File: src/rtl/mod_writeback_unit_pkg.sv
// Shared types and constants for the writeback unit.
// Purpose : register-file geometry, the zero-register index and the
//           {dest, data} record carried by buffered load results.
// Ports   : none (package).
package mod_writeback_unit_pkg;

  localparam int REG_ADDR_W = 5;
  localparam int DATA_W     = 32;

  localparam logic [REG_ADDR_W-1:0] ZERO_REG = 5'd0;

  typedef struct packed {
    logic [REG_ADDR_W-1:0] dest;
    logic [DATA_W-1:0]     data;
  } wb_entry;

endpackage

File: src/rtl/mod_writeback_unit_if.sv
// Result/writeback bus of the writeback unit.
// Purpose : bundles the ALU result input, the load-result valid/ready
//           handshake and the register-file write port.
// Signals : alu_valid/alu_dest/alu_data     - single-cycle ALU result
//           mem_valid/mem_ready/mem_dest/mem_data - load result handshake
//           write/write_address/write_data  - register-file write port
// Modports: master - the surrounding pipeline / register file side
//           slave  - the writeback unit itself
interface mod_writeback_unit_if;
  import mod_writeback_unit_pkg::*;

  logic                  alu_valid;
  logic [REG_ADDR_W-1:0] alu_dest;
  logic [DATA_W-1:0]     alu_data;

  logic                  mem_valid;
  logic                  mem_ready;
  logic [REG_ADDR_W-1:0] mem_dest;
  logic [DATA_W-1:0]     mem_data;

  logic                  write;
  logic [REG_ADDR_W-1:0] write_address;
  logic [DATA_W-1:0]     write_data;

  modport master (
    output alu_valid, alu_dest, alu_data,
    output mem_valid, mem_dest, mem_data,
    input  mem_ready,
    input  write, write_address, write_data
  );

  modport slave (
    input  alu_valid, alu_dest, alu_data,
    input  mem_valid, mem_dest, mem_data,
    output mem_ready,
    output write, write_address, write_data
  );

endinterface

File: src/rtl/mod_writeback_unit_wb_fifo.sv
// mod_wb_fifo: small synchronous FIFO of pending load results.
// Purpose : buffers {dest, data} records until the register-file port
//           is free. Pointers wrap naturally (DEPTH is a power of two).
// Ports   : clk, reset (sync, active-low), push/push_entry (write tail),
//           pop (advance head), head (current oldest entry),
//           count (occupied entries, 0..DEPTH).
// The caller guarantees no push when full and no pop when empty.
module mod_wb_fifo
  import mod_writeback_unit_pkg::*;
#(
  parameter int DEPTH = 2
) (
  input  logic                   clk,
  input  logic                   reset,
  input  logic                   push,
  input  wb_entry                push_entry,
  input  logic                   pop,
  output wb_entry                head,
  output logic [$clog2(DEPTH):0] count
);

  localparam int PW = $clog2(DEPTH);
  localparam int CW = PW + 1;

  wb_entry         storage [DEPTH];
  logic [PW-1:0]   wr_ptr;
  logic [PW-1:0]   rd_ptr;

  // Storage is not reset: entries are only visible through count, so
  // clearing the pointers and count is enough to discard them.
  always_ff @(posedge clk) begin
    if (push) begin
      storage[wr_ptr] <= push_entry;
    end
  end

  always_ff @(posedge clk) begin
    if (!reset) begin
      wr_ptr <= '0;
      rd_ptr <= '0;
      count  <= '0;
    end else begin
      if (push) wr_ptr <= wr_ptr + PW'(1);
      if (pop)  rd_ptr <= rd_ptr + PW'(1);
      if (push && !pop) begin
        count <= count + CW'(1);
      end else if (pop && !push) begin
        count <= count - CW'(1);
      end
    end
  end

  assign head = storage[rd_ptr];

endmodule

File: src/rtl/mod_writeback_unit.sv
// mod_writeback_unit: register-file write port arbiter.
// Purpose : ALU results take the port with strict priority; load results
//           are queued in mod_wb_fifo and drained whenever the ALU leaves
//           the port idle. Writes to register 0 are consumed silently.
// Ports   : clk, reset (sync, active-low)
//           bus         - mod_writeback_unit_if.slave (ALU in, load
//                         handshake, register-file write port)
//           fifo_count  - occupied load-FIFO entries
//           stall_count - saturating count of cycles a queued load was
//                         blocked by an ALU result
module mod_writeback_unit
  import mod_writeback_unit_pkg::*;
#(
  parameter int LOAD_FIFO_DEPTH = 2,
  parameter int STALL_CNT_W     = 16
) (
  input  logic                             clk,
  input  logic                             reset,
  mod_writeback_unit_if.slave              bus,
  output logic [$clog2(LOAD_FIFO_DEPTH):0] fifo_count,
  output logic [STALL_CNT_W-1:0]           stall_count
);

  localparam int CW = $clog2(LOAD_FIFO_DEPTH) + 1;
  localparam logic [CW-1:0]          DEPTH_CNT = CW'(LOAD_FIFO_DEPTH);
  localparam logic [STALL_CNT_W-1:0] STALL_MAX = '1;

  wb_entry fifo_head;
  wb_entry push_entry;
  logic    fifo_empty;
  logic    push;
  logic    pop;
  logic    sel_valid;
  wb_entry sel_entry;

  // Ready depends only on the registered count so that the producer never
  // sees a combinational path through this cycle's arbitration.
  assign bus.mem_ready = (fifo_count < DEPTH_CNT) & reset;

  assign push       = bus.mem_valid & bus.mem_ready;
  assign push_entry = '{dest: bus.mem_dest, data: bus.mem_data};
  assign fifo_empty = (fifo_count == '0);
  assign pop        = !bus.alu_valid && !fifo_empty;

  mod_wb_fifo #(
    .DEPTH (LOAD_FIFO_DEPTH)
  ) u_fifo (
    .clk        (clk),
    .reset      (reset),
    .push       (push),
    .push_entry (push_entry),
    .pop        (pop),
    .head       (fifo_head),
    .count      (fifo_count)
  );

  always_comb begin
    sel_valid = 1'b0;
    sel_entry = fifo_head;
    if (bus.alu_valid) begin
      sel_valid = 1'b1;
      sel_entry = '{dest: bus.alu_dest, data: bus.alu_data};
    end else if (!fifo_empty) begin
      sel_valid = 1'b1;
    end
  end

  // A selected result always updates address/data, even when the write
  // itself is suppressed for register 0; idle cycles hold them.
  always_ff @(posedge clk) begin
    if (!reset) begin
      bus.write         <= 1'b0;
      bus.write_address <= '0;
      bus.write_data    <= '0;
    end else if (sel_valid) begin
      bus.write         <= (sel_entry.dest != ZERO_REG);
      bus.write_address <= sel_entry.dest;
      bus.write_data    <= sel_entry.data;
    end else begin
      bus.write         <= 1'b0;
    end
  end

  always_ff @(posedge clk) begin
    if (!reset) begin
      stall_count <= '0;
    end else if (bus.alu_valid && !fifo_empty && stall_count != STALL_MAX) begin
      stall_count <= stall_count + STALL_CNT_W'(1);
    end
  end

endmodule
File: src/flat_wrapper.sv
// flat-port wrapper written by rule: the top's interface ports become plain ports
module mod_writeback_unit_flat import mod_writeback_unit_pkg::*;
#(
  parameter int LOAD_FIFO_DEPTH = 2,
  parameter int STALL_CNT_W     = 16
)
  (clk, reset, fifo_count, stall_count, bus_alu_valid, bus_alu_dest, bus_alu_data, bus_mem_valid, bus_mem_dest, bus_mem_data, bus_mem_ready, bus_write, bus_write_address, bus_write_data);
  mod_writeback_unit_if bus_i ();
  input  logic clk;
  input  logic reset;
  output logic [$clog2(LOAD_FIFO_DEPTH):0] fifo_count;
  output logic [STALL_CNT_W-1:0] stall_count;
  input wire logic [$bits(bus_i.alu_valid)-1:0] bus_alu_valid;
  input wire logic [$bits(bus_i.alu_dest)-1:0] bus_alu_dest;
  input wire logic [$bits(bus_i.alu_data)-1:0] bus_alu_data;
  input wire logic [$bits(bus_i.mem_valid)-1:0] bus_mem_valid;
  input wire logic [$bits(bus_i.mem_dest)-1:0] bus_mem_dest;
  input wire logic [$bits(bus_i.mem_data)-1:0] bus_mem_data;
  output wire logic [$bits(bus_i.mem_ready)-1:0] bus_mem_ready;
  output wire logic [$bits(bus_i.write)-1:0] bus_write;
  output wire logic [$bits(bus_i.write_address)-1:0] bus_write_address;
  output wire logic [$bits(bus_i.write_data)-1:0] bus_write_data;
  assign bus_i.alu_valid = bus_alu_valid;
  assign bus_i.alu_dest = bus_alu_dest;
  assign bus_i.alu_data = bus_alu_data;
  assign bus_i.mem_valid = bus_mem_valid;
  assign bus_i.mem_dest = bus_mem_dest;
  assign bus_i.mem_data = bus_mem_data;
  assign bus_mem_ready = bus_i.mem_ready;
  assign bus_write = bus_i.write;
  assign bus_write_address = bus_i.write_address;
  assign bus_write_data = bus_i.write_data;
  mod_writeback_unit #(.LOAD_FIFO_DEPTH(LOAD_FIFO_DEPTH), .STALL_CNT_W(STALL_CNT_W)) u_core (.clk(clk), .reset(reset), .bus(bus_i), .fifo_count(fifo_count), .stall_count(stall_count));
endmodule
File: config.mk
export PLATFORM = sky130hd
export DESIGN_NAME = mod_writeback_unit_flat
export DESIGN_NICKNAME = d
export VERILOG_FILES = /design/src/rtl/mod_writeback_unit_pkg.sv /design/src/rtl/mod_writeback_unit_if.sv /design/src/rtl/mod_writeback_unit_wb_fifo.sv /design/src/rtl/mod_writeback_unit.sv /design/src/flat_wrapper.sv
export SDC_FILE = /design/constraint.sdc
export NUM_CORES = 1
export LEC_CHECK = 0
export CORE_ASPECT_RATIO = 2
export CORE_UTILIZATION = 35
export DETAILED_ROUTE_END_ITERATION = 7
export PLACE_DENSITY = 0.68
export SLEW_MARGIN = 20
export SYNTH_ARGS = -nofsm -noshare
export SYNTH_HDL_FRONTEND = slang
export SYNTH_SLANG_ARGS = --single-unit
File: constraint.sdc
create_clock -name clk -period 2.8 [get_ports clk]
set_input_delay 0.28 -clock clk [delete_from_list [all_inputs] [get_ports clk]]
set_output_delay 0.28 -clock clk [all_outputs]
set_load 0.01 [all_outputs]
==> impl_metrics.ini <==
[worst_setup_path]
path_buf_inv = 0
start_kind = flop
end_kind = flop
r2r_end = u_core.u_fifo.count[1]
r2r_cells = 5
criticalPathCategory = reg2reg
cp_top_family = simple AND/OR/NAND/NOR gates
cp_max_fo = 23
timing.rr.start = u_core.u_fifo.count[1]
path_cells = or2_2 -> nand2b_1 -> ha_1 -> or3_1 -> a21oi_1
slowest_stage = or2_2
r2r_slack_ps = 780
arrival_ps = 2360
crit_required_ps = 3140
slowest_delay_ps = 460

[synthesis]
synth-seq-cells = 133
synth_compound_area_share_pct = 11.9
seq_area_frac_synth_pct = 63.3
synth-simple-area-share_pct = 12.7
synthAdderAreaFrac_pct = 0.466
synth_top_family_by_area = simple AND/OR/NAND/NOR gates
synth_mux_area_share_pct = 8.62
syn-instance-count = 447
synth_area_um2 = 5370
synth_warnings = 0
ys_types = 38
synth_nets = 527
postSynthAreaPerCell_um2 = 12.0
synth_xor_area_share_pct = 0.652

[worst_hold_path]
min_path_type = in2reg
hold_start = bus_alu_valid
hold_depth = 4
whs_endpoint = u_core.stall_count[7]

[timing]
hold_viol = 0
period_minus_slack_ps = 2020
hold_ws_ps = 410
fmax_mhz = 494
fin_crit_sh_pct = 72.2
finalSetupTns_ps = 0
setup_viol = 0
skew_ps = 7.13
tightest_slew_ps = 576
slew_viol_final = 0
rsz0062_at_grt = false
relSlewSlack_pct = 61.3

[floorplan]
die_h_um = 177
die_area_um2 = 15900
start_util_pct = 36.1
placementRows = 63
dieWidth_um = 89.6
core-area_um2 = 14900
io_pins = 135

[global_routing]
grt_pass1_vias = 4055
overflow = 0
grt_pass1_wl_um = 20100
grt_max_degree = 51
track_usage_pct = 17.6
top_usage_layer = met2
antenna_found_initial = 1
use_met3_pct = 4.15
grt.met1_usage_pct = 17.2
met2_usage_pct = 31.8

[detailed_routing]
wl_um = 13100
drtPass1Iterations = 4
antenna_left = 0
viasPerCell = 5.13
via_count = 4051
wl_per_cell_um = 16.6
drc = 0
drt_iter0_markers = 195

[finish]
fin_area_um2 = 7500
syn_to_final_growth_pct = 39.6
drive_gt1_share_pct = 7.58
finalNetCount = 661

[cts]
cts_sinks = 133
clockBufferDepth = 2
ctsResizeCount = 0
path_clk_slew_ps = 50
cts_buffers = 17
htreeDepth = 4
hold_buffers = 0
cts_setup_buffers = 0
clk_latency_ps = 410
cts-root-buf = clkbuf_16
cts_tree = done

[pwr]
p_seq_share_pct = 39.2
cell_internal_pwr_mw = 4.54
p_sw_share_pct = 28.5
comb_power_share_pct = 26.5
clock_power_share_pct = 34.3
p_sw_mw = 1.80
powerDensity_nw_per_um2 = 845
p_leak_nw = 2.65
ir_drop_mv = 0.470

[place]
gp_routability_congestion = 0.780
io_buffers = 134
dp_hpwl_um = 9280
place_area_um2 = 6920

[status]
status = completed

[flow_run]
cap_violations = 0
## cell type report
type,instances,area [um2]
fill,1316,7400
sequential,133,3400
multi-input combinational,285,1850
timing repair buffer,142,1410
clock buffer,20,447
tap,195,244
clock inverter,12,135
inverter,2,7.51
antenna,1,2.50
## registers in the layout, summed over array words and instances, names as in the netlist, named ones only
name and count:
u_core.u_fifo.storage 74, u_core.bus.write_data 32, u_core.stall_count 16, u_core.bus.write_address 5, u_core.u_fifo.count 2, u_core.bus.write 1
u_core.u_fifo.rd_ptr 1, u_core.u_fifo.wr_ptr 1
## stage by stage
| stage | setup slack [ps] | util (%) | total power, mW | cells |
|---|---|---|---|---|
| 2_1_floorplan | 32.0 | - | 3.60 | 447 |
| 3_3_place_gp | 706 | 46.4 | 4.17 | 757 |
| 3_5_place_dp | 660 | 46.4 | 4.22 | 757 |
| 4_1_cts | 760 | 50.3 | 6.41 | 789 |
| 5_1_grt | 562 | 50.4 | 6.68 | 790 |
| 6_report | 777 | 50.4 | 6.34 | 790 |
## tightest hold or removal path, delay by kind of cell
kind	cells	cell delay [ps]
and+or+nand+nor	2	280
buffers and inverters	1	160
AOI/OAI and AO/OA	1	50
## power by group through the flow
stage / sequential (mW) / clock (mW) / combinational (mW)
after CTS: 2.49 / 2.22 / 1.70
after detailed placement: 2.53 / 0 / 1.70
after global placement: 2.51 / 0 / 1.66
after floorplan: 2.51 / 0 / 1.09
final: 2.49 / 2.18 / 1.68
after global routing: 2.51 / 2.31 / 1.86
## logic make-up (layout without fill, tap and decap cells)
| group | count (synthesis) | after routing |
|---|---|---|
| compound gates | 98 | 98 |
| xor+xnor | 4 | 4 |
| fa+ha+maj | 2 | 2 |
| buf+inv | 29 | 176 |
| flops | 133 | 133 |
| mux | 46 | 46 |
| other cells | 0 | 1 |
| simple gates | 135 | 135 |
## worst max-delay path by stage
stage | startpoint | end | depth (start not counted)
after floorplan | u_core.u_fifo.count[1] | u_core.u_fifo.storage[0][0] | 3
after global placement | reset | u_core.u_fifo.storage[0][15] | 5
after detailed placement | reset | u_core.u_fifo.count[1] | 7
after CTS | u_core.u_fifo.count[0] | u_core.u_fifo.count[1] | 5
after global routing | u_core.u_fifo.count[0] | u_core.bus.write_data[4] | 5
final | u_core.u_fifo.count[1] | u_core.u_fifo.count[1] | 5
## layout by cell type, fill, tap and decap left out, types with 3 or more instances in the layout
cell type,count
a21oi_1,43
clkinv_1,6
nor2_1,41
xor2_1,4
and3_1,3
nor3_1,4
nand4_1,6
mux2i_1,44
and4_1,4
edfxtp_1,74
nand3_1,6
nand2_1,45
bufinv_16,3
buf_4,7
o21ai_0,12
dfxtp_1,58
clkbuf_16,17
nand2b_1,4
a211o_1,32
or4_1,6
clkdlybuf4s50_1,133
or3_1,3
o31ai_1,6
## routing by layer
layer	wire length, um	up-vias	share of wire [%]
li1	-	1935	-
met2	7580	141	58
met1	4440	1944	34
met5	0	-	0
met3	612	31	4.7
met4	488	0	3.7
## synth_stat cells, drive strengths merged
library cell	number	area, um2
a211o	32	280
a211oi	2	15.0
a21oi	43	215
a31oi	2	12.5
and2	2	12.5
and3	4	25.0
and4	4	35.0
buf	13	65.1
clkbuf	14	52.6
clkinv	1	3.75
dfxtp	59	1180
edfxtp	74	2220
ha	2	25.0
inv	1	3.75
mux2	2	22.5
mux2i	44	440
nand2	45	169
nand2b	4	25.0
nand3	7	40.0
nand4	7	58.8
nor2	43	164
nor2b	1	6.26
nor3	4	20.0
nor4	3	48.8
nor4b	1	8.76
o211a	1	10.0
o21ai	12	60.1
o31ai	6	45.0
or2	1	6.26
or3	3	18.8
or4	6	45.0
xor2	4	35.0
Note: power is estimated with default switching activity, not from simulation.
